## src/rtl/index_aux_pkg.sv

```systemverilog
// rtl/index_aux_pkg.sv - shared defaults and FSM state type for the index aux LUT loader
package index_aux_pkg;

    localparam int DEPTH_DEF  = 512;
    localparam int ADDR_W_DEF = 9;
    localparam int DATA_W_DEF = 8;

    typedef enum logic [1:0] {
        ST_IDLE    = 2'd0,
        ST_COLLECT = 2'd1,
        ST_WRITE   = 2'd2,
        ST_FINISH  = 2'd3
    } state_t;

endpackage

```

## src/rtl/index_aux_byte_packer.sv

```systemverilog
// rtl/index_aux_byte_packer.sv - gathers four accepted bytes into the four bank data lanes
module index_aux_byte_packer
    import index_aux_pkg::*;
#(
    parameter int DATA_W = DATA_W_DEF
) (
    input  logic              clk,
    input  logic              rst_n,
    input  logic              clear,
    input  logic              accept,
    input  logic [DATA_W-1:0] in_data,
    output logic              last,
    output logic [DATA_W-1:0] data1,
    output logic [DATA_W-1:0] data2,
    output logic [DATA_W-1:0] data3,
    output logic [DATA_W-1:0] data4
);

    logic [1:0] byte_cnt;

    // clear wins over accept so an aborted partial group never completes
    assign last = accept && !clear && (byte_cnt == 2'd3);

    always_ff @(posedge clk) begin
        if (!rst_n) begin
            byte_cnt <= 2'd0;
            data1    <= '0;
            data2    <= '0;
            data3    <= '0;
            data4    <= '0;
        end else if (clear) begin
            byte_cnt <= 2'd0;
        end else if (accept) begin
            case (byte_cnt)
                2'd0:    data1 <= in_data;
                2'd1:    data2 <= in_data;
                2'd2:    data3 <= in_data;
                default: data4 <= in_data;
            endcase
            byte_cnt <= byte_cnt + 2'd1;
        end
    end

endmodule

```

## src/rtl/index_aux_lut_loader.sv

```systemverilog
// rtl/index_aux_lut_loader.sv - streams bytes into four LUT banks, one address per four bytes
module index_aux_lut_loader
    import index_aux_pkg::*;
#(
    parameter int DEPTH  = DEPTH_DEF,
    parameter int ADDR_W = ADDR_W_DEF,
    parameter int DATA_W = DATA_W_DEF
) (
    input  logic              clk,
    input  logic              rst_n,
    input  logic              start,
    input  logic              abort,
    input  logic              rd_active,
    input  logic              in_valid,
    input  logic [DATA_W-1:0] in_data,
    output logic              in_ready,
    output logic              wr_en,
    output logic [ADDR_W-1:0] wr_addr,
    output logic [DATA_W-1:0] wr_data1,
    output logic [DATA_W-1:0] wr_data2,
    output logic [DATA_W-1:0] wr_data3,
    output logic [DATA_W-1:0] wr_data4,
    output logic              busy,
    output logic              done
);

    localparam logic [ADDR_W-1:0] LAST_ADDR = ADDR_W'(DEPTH - 1);

    state_t            state, state_nxt;
    logic [ADDR_W-1:0] addr;
    logic              start_run;
    logic              addr_inc;
    logic              addr_wrap;
    logic              group_last;
    logic              accept;

    assign in_ready = (state == ST_COLLECT) && !rd_active;
    assign accept   = in_valid && in_ready;
    assign busy     = (state != ST_IDLE);
    assign wr_addr  = addr;

    index_aux_byte_packer #(
        .DATA_W (DATA_W)
    ) u_packer (
        .clk     (clk),
        .rst_n   (rst_n),
        .clear   (abort || start_run),
        .accept  (accept),
        .in_data (in_data),
        .last    (group_last),
        .data1   (wr_data1),
        .data2   (wr_data2),
        .data3   (wr_data3),
        .data4   (wr_data4)
    );

    always_ff @(posedge clk) begin
        if (!rst_n) begin
            state <= ST_IDLE;
            addr  <= '0;
        end else begin
            state <= state_nxt;
            if (start_run || addr_wrap) begin
                addr <= '0;
            end else if (addr_inc) begin
                addr <= addr + ADDR_W'(1);
            end
        end
    end

    always_comb begin
        state_nxt = state;
        start_run = 1'b0;
        addr_inc  = 1'b0;
        addr_wrap = 1'b0;
        wr_en     = 1'b0;
        done      = 1'b0;
        case (state)
            ST_IDLE: begin
                if (start && !abort) begin
                    state_nxt = ST_COLLECT;
                    start_run = 1'b1;
                end
            end
            ST_COLLECT: begin
                if (group_last) begin
                    state_nxt = ST_WRITE;
                end
            end
            ST_WRITE: begin
                // the read side owns the banks while rd_active is high
                if (!rd_active) begin
                    wr_en = 1'b1;
                    if (addr == LAST_ADDR) begin
                        addr_wrap = 1'b1;
                        state_nxt = ST_FINISH;
                    end else begin
                        addr_inc  = 1'b1;
                        state_nxt = ST_COLLECT;
                    end
                end
            end
            ST_FINISH: begin
                done      = 1'b1;
                state_nxt = ST_IDLE;
            end
            default: state_nxt = ST_IDLE;
        endcase
        if (abort) begin
            state_nxt = ST_IDLE;
            wr_en     = 1'b0;
            done      = 1'b0;
            addr_inc  = 1'b0;
            addr_wrap = 1'b0;
        end
    end

endmodule

```

## config.mk

```make
export PLATFORM = sky130hd
export DESIGN_NAME = index_aux_lut_loader
export DESIGN_NICKNAME = d
export VERILOG_FILES = /design/src/rtl/index_aux_pkg.sv /design/src/rtl/index_aux_byte_packer.sv /design/src/rtl/index_aux_lut_loader.sv
export SDC_FILE = /design/constraint.sdc
export NUM_CORES = 1
export LEC_CHECK = 0
export CAP_MARGIN = 20
export CORE_MARGIN = 2
export CORE_UTILIZATION = 46
export CTS_BUF_LIST = sky130_fd_sc_hd__clkbuf_16
export DETAILED_ROUTE_END_ITERATION = 8
export PLACE_DENSITY = 0.78
export SLEW_MARGIN = 20
export SYNTH_ARGS = -nofsm -noshare
export SYNTH_HDL_FRONTEND = slang
export SYNTH_SLANG_ARGS = --single-unit
```

## constraint.sdc

```tcl
create_clock -name clk -period 2.34 [get_ports clk]
set_input_delay 0.468 -clock clk [delete_from_list [all_inputs] [get_ports clk]]
set_output_delay 0.468 -clock clk [all_outputs]
set_load 0.005 [all_outputs]
```

==> impl_metrics.toml, run 1 <==
[clock_tree]
cts_buffers = 5
cts_tree = "built"
cts_max_level = 2
cts-root-buf = "clkbuf_16"
clock_latency_ps = 280
clk_pin_slew_ps = 60
cts.sinks = 45
postCtsSetupBuffers = 0
cts.path.max_buffers = 2

[worst_setup_path]
critPathMaxFanout = 7
crit_type = "in2out"
crit_arrival_ps = 1780
required_ps = 1870
start_kind = "input port"
cp-end-kind = "primary output"

[synthesis]
synth_top_area_cell = "dfxtp_1"
yosysSeqAreaShare_pct = 46.3
synth_top_area_share_pct = 46.3
synth_edf_count = 0
yosysMostFrequentCell = "dfxtp_1"
ys_warn_count = 0
ys.flop_type = "dfxtp_1"
synth_seq_cells = 45
synth_commonest_cells = "dfxtp_1, mux2i_1, nor2b_1"
netlist_instances = 198
avgSynthCellArea_um2 = 9.82
syn-num-nets = 218
synthArstFlopShare_pct = 0
netlist_area_mm2 = 0.00194
synth.area.top_cells = "dfxtp_1, mux2i_1, nor2b_1, ha_1, a21oi_1"
synth_cell_types = 30

[sta]
finClkSkew_ps = 4.61
slew_headroom_pct = 70.5
hold_viol = 0
post-route-min-period_ps = 2250
rsz0062_at_grt = "no"
slew_viol_final = 0
setup_viol = 0
layout_setup_ws_ps = 94.1
worst_pin_slew_ps = 441
finalCritPeriodShare_pct = 96.0
clock.fmax_mhz = 445

[floorplanning]
start_util_pct = 48.3
pin_count = 59
die_area_mm2 = 0.00476
dieWidth_um = 69.0
die_h_um = 69.0
std_cell_rows = 23
core_area_mm2 = 0.00403

[grt]
first_global_vias = 1539
grt-ovfl-total = 0
grt_first_pass_wirelength_um = 7510
antenna_found_initial = 0
grt_use_total_pct = 19.6
grt_max_degree = 21

[run]
drv_cap = 0

[route]
initialDrtViolationCount = 107
avgViaCountPerCell = 5.09
via_count = 1582
firstDrtPassIters = 4
detail-route-antenna-nets = 0
drt-total-wl_um = 4430
drt-wirelength-per-cell_um = 14.3
drc = 0

[run_status]
outcome = "finished, final reports clean"

[cells_and_area]
nets = 280
fin_area_mm2 = 0.00278
antennaDiodeCount = 0
drive_gt1_share_pct = 7.28
area_growth_pct = 42.9

[power_and_ir_drop]
leakagePower_nw = 1.22
power_density_mw_per_mm2 = 548
ir_drop_uv = 428

[min_path]
hp-class = "reg2reg"

[placement]
portBuffers = 58
dp_hpwl_um = 3160
pre_cts_ws_ps = -133
place.gp.congestion = 0.787
placed_area_mm2 = 0.00263
## through the flow
| step | hold slack (ps) | utilization, % | cells | TNS (ps) | total power (W) |
|---|---|---|---|---|---|
| finish | 519 | 69.0 | 311 | 0 | 0.00152 |
| global route | 550 | 69.0 | 311 | 0 | 0.00157 |
| CTS | 523 | 68.9 | 311 | 0 | 0.00153 |
| detailed placement | 510 | 65.2 | 303 | -133 | 0.000861 |
| global placement | 497 | 65.2 | 303 | -119 | 0.000860 |
| floorplan | 482 | - | 198 | 0 | 0.000814 |
## sequential cells by signal (all words and copies together), names as in the netlist
register           cells
state                  2
u_packer.data1         8
wr_addr                9
u_packer.data4         8
u_packer.data3         8
u_packer.data2         8
u_packer.byte_cnt      2
## cell usage in the layout, fill, tap and decap left out, types with 2 or more instances in the layout
master	instances
nand4b_1	2
inv_1	5
and3_1	2
nor3b_1	2
nor2_1	15
ha_1	6
nor3_1	2
a21oi_1	12
nand2_1	3
clkdlybuf4s50_1	57
o21ai_0	6
mux2i_1	32
nand2b_1	2
nor2b_1	32
buf_12	2
buf_4	7
nand3b_1	7
clkbuf_16	5
dfxtp_1	45
a31oi_1	2
## power by group
group	leakage (nW)	switching, W	internal [W]
clock	0.0712	0.000288	0.000392
combinational	0.784	0.0000309	0.0000431
sequential	0.363	0.00000193	0.000768
total	1.22	0.000321	0.00120
## logic make-up after synthesis
kind of cell / Yosys count / share of synthesized area [%]
flops: 45 / 46.3
xor+xnor: 1 / 0.451
simple gates: 75 / 23.2
buf+inv: 17 / 3.60
compound gates: 22 / 6.05
fa+ha+maj: 6 / 3.86
mux: 32 / 16.5
## per-layer routing
metal  vias to the layer above  track usage [%]  routed length (um)
met1                       737             22.9                1970
met5                         -                0                   0
li1                        798                -                   -
met3                         6             7.60                 302
met2                        41             32.9                2100
met4                         0             5.88                  63
## path summary, 6_finish.rpt
| kind | start | to | slack, ps | depth (start not counted) |
|---|---|---|---|---|
| worst max-delay path | abort | done | 90 | 4 |
| worst min-delay path | u_packer.data4[0]$_SDFFE_PN0P_ | u_packer.data4[0]$_SDFFE_PN0P_ | 520 | 2 |
| worst max register to register | wr_addr[0]$_SDFFE_PP0P_ | wr_addr[6]$_SDFFE_PP0P_ | 290 | 6 |
| worst min register to register | u_packer.data4[0]$_SDFFE_PN0P_ | u_packer.data4[0]$_SDFFE_PN0P_ | 520 | 2 |
## area by class of cell
cell class | instances | area [um2]
fill | 342 | 1250
multi-input combinational | 136 | 982
sequential | 45 | 901
timing repair buffer | 67 | 672
clock buffer | 5 | 125
tap | 50 | 62.6
inverter | 5 | 18.8
clock inverter | 3 | 17.5
## worst max-delay path, cell delays in order
cell and delay, ps:
clkdlybuf4s50_1 440, buf_4 170, nor3b_2 170, clkdlybuf4s50_1 520
## repair_timing
action | 4_1_cts | 5_1_grt
gates cloned | 0 | 0
pin swaps | 0 | 0
hold buffers | 0 | 0
endpoints found under the setup margin | 1 | 1
resized for setup | 2 | 1
Power figures use the tool's default switching activity.
==> run 2, diff against run 1 <==
- CAP_MARGIN: 20 -> not set
- SETUP_SLACK_MARGIN: not set -> 0.4
==> run 2 against run 1 <==
Clock power barely moved. Cell count rose by 1.6%. Maximum frequency rose by 18%. Critical path type is now in2reg. Utilization rose by 1.4 points. Critical endpoint is now wr_addr[6]$_SDFFE_PP0P_. Non-clock buffer count rose by 5.
==> impl_metrics.toml, run 2 (synthesis gave the netlist of run 1 again) <==
[route]
via_count = 1603
initialDrtViolationCount = 114
firstDrtPassIters = 4
drt-total-wl_um = 4550
avgViaCountPerCell = 5.07
detail-route-antenna-nets = 0
drc = 0
drt-wirelength-per-cell_um = 14.4

[power_and_ir_drop]
ir_drop_uv = 425
power_density_mw_per_mm2 = 537
p_total_w = 0.00152
netSwitchingFraction_pct = 21.0
intPower_w = 0.00120
p_clk_share_pct = 44.7
combPwrFrac_pct = 4.7
power_frac_seq_pct = 50.6
leakagePower_nw = 1.25
p_sw_w = 0.000320

[clock_tree]
cts.sinks = 45
cts_max_level = 2
cts.path.max_buffers = 2
cts_hold_buf = 0
clock_latency_ps = 280
cts_buffers = 5
cts-root-buf = "clkbuf_16"
clk_pin_slew_ps = 60
cts_tree = "built"

[floorplanning]
pin_count = 59
dieWidth_um = 69.0
die_h_um = 69.0
std_cell_rows = 23
core_area_mm2 = 0.00403
die_area_mm2 = 0.00476
start_util_pct = 48.3

[grt]
grt-ovfl-total = 0
antenna_found_initial = 0
first_global_vias = 1574
grt_use_total_pct = 19.9
grt_first_pass_wirelength_um = 7650
grt_max_degree = 21

[cells_and_area]
multi_input_area_um2 = 997
antennaDiodeCount = 0
ff_latch_area_um2 = 902
fill_cells = 336
final_common_cell = "clkdlybuf4s50_1"
area_growth_pct = 45.8
drive_gt1_share_pct = 10.5
nets = 285
layout_common_cells = "clkdlybuf4s50_1, dfxtp_1, mux2i_1, nor2b_1, nor2_1"
utilization_pct = 70.4
largest_reg_flops = 9

[sta]
rsz0062_at_grt = "no"
post-route-min-period_ps = 1910
finClkSkew_ps = 4.68
worst_pin_slew_ps = 440
setup_viol = 0
final.setup.tns_ps = 0
finalCritPeriodShare_pct = 81.7
slew_headroom_pct = 70.6
clock.fmax_mhz = 523
layout_setup_ws_ps = 429
hold_viol = 0
hold_ws_ps = 519
slew_viol_final = 0

[worst_setup_path]
r2r_start = "state[0]$_SDFFE_PP0P_"
required_ps = 2550
crit_chain = "dlygate4sd2_1 > or4b_4 > buf_6 > buf_8 > or4_1 > a31oi_1"
critPathMaxStageDelay_ps = 530
critPathMaxFanout = 4
crit_arrival_ps = 2120
cp-end-kind = "flop"
critPathSlowestCell = "or4b_4"
crit_type = "in2reg"
crit_start = "rd_active"
start_kind = "input port"

[run_status]
outcome = "finished, final reports clean"

[placement]
portBuffers = 58
dp_hpwl_um = 3160
place.gp.congestion = 0.787
pre_cts_ws_ps = -133

[min_path]
hp-class = "reg2reg"
worstHoldStart = "u_packer.data4[0]$_SDFFE_PN0P_"

[run]
drv_cap = 0
==> run 2: cell count changes in the layout (fill, tap and decap cells not counted), sizes merged <==
cell,before,now
clkdlybuf4s50,57,53
clkbuf,5,6
buf,9,14
dlygate4sd2,1,4
==> run 2: final timing paths <==
check | to | slack [ps] | cells after the start
worst max-delay path | wr_addr[6]$_SDFFE_PP0P_ | 430 | 6
worst min-delay path | u_packer.data4[0]$_SDFFE_PN0P_ | 520 | 2
worst max register to register | wr_addr[6]$_SDFFE_PP0P_ | 470 | 5
worst min register to register | u_packer.data4[0]$_SDFFE_PN0P_ | 520 | 2
==> run 2: area by class of cell <==
type / instances / share of cell area (%)
Tap cell: 50 / 2.21
Timing Repair Buffer: 72 / 25.1
Multi-Input combinational cell: 136 / 35.2
Clock buffer: 5 / 4.41
Sequential cell: 45 / 31.8
Inverter: 5 / 0.662
Clock inverter: 3 / 0.618
==> run 2: timing repair <==
item | in CTS | in global routing
setup buffers | 5 | 0
pin swaps | 2 | 1
endpoints found under the setup margin | 9 | 4
resized for setup | 11 | 5
==> run 2: layer usage <==
layer	share of wire (%)	wire length [um]	up-vias	track usage, %
li1	-	-	809	-
met1	44	2000	741	23.5
met2	47	2160	47	33.4
met3	7.2	327	6	7.60
met4	1.4	63	0	5.88
met5	0	0	-	0
==> run 2: metrics by stage <==
step,cell area [um2],instances
finish,2840,316
global route,2840,316
CTS,2830,316
detailed placement,2630,303
global placement,2630,303
floorplan,1940,198
==> run 2: power groups by stage <==
| stage | Sequential [W] | Combinational (W) | Clock, W |
|---|---|---|---|
| 3_3_place_gp | 0.000787 | 0.0000731 | 0 |
| 2_1_floorplan | 0.000787 | 0.0000272 | 0 |
| 5_1_grt | 0.000770 | 0.0000788 | 0.000720 |
| 3_5_place_dp | 0.000787 | 0.0000737 | 0 |
| 4_1_cts | 0.000770 | 0.0000725 | 0.000686 |
| 6_report | 0.000770 | 0.0000720 | 0.000679 |
==> run 2: worst max-delay path, delay by kind of cell <==
family / cells / cell delay (ps)
compound gates: 1 / 180
buf+inv: 3 / 490
simple gates: 2 / 990
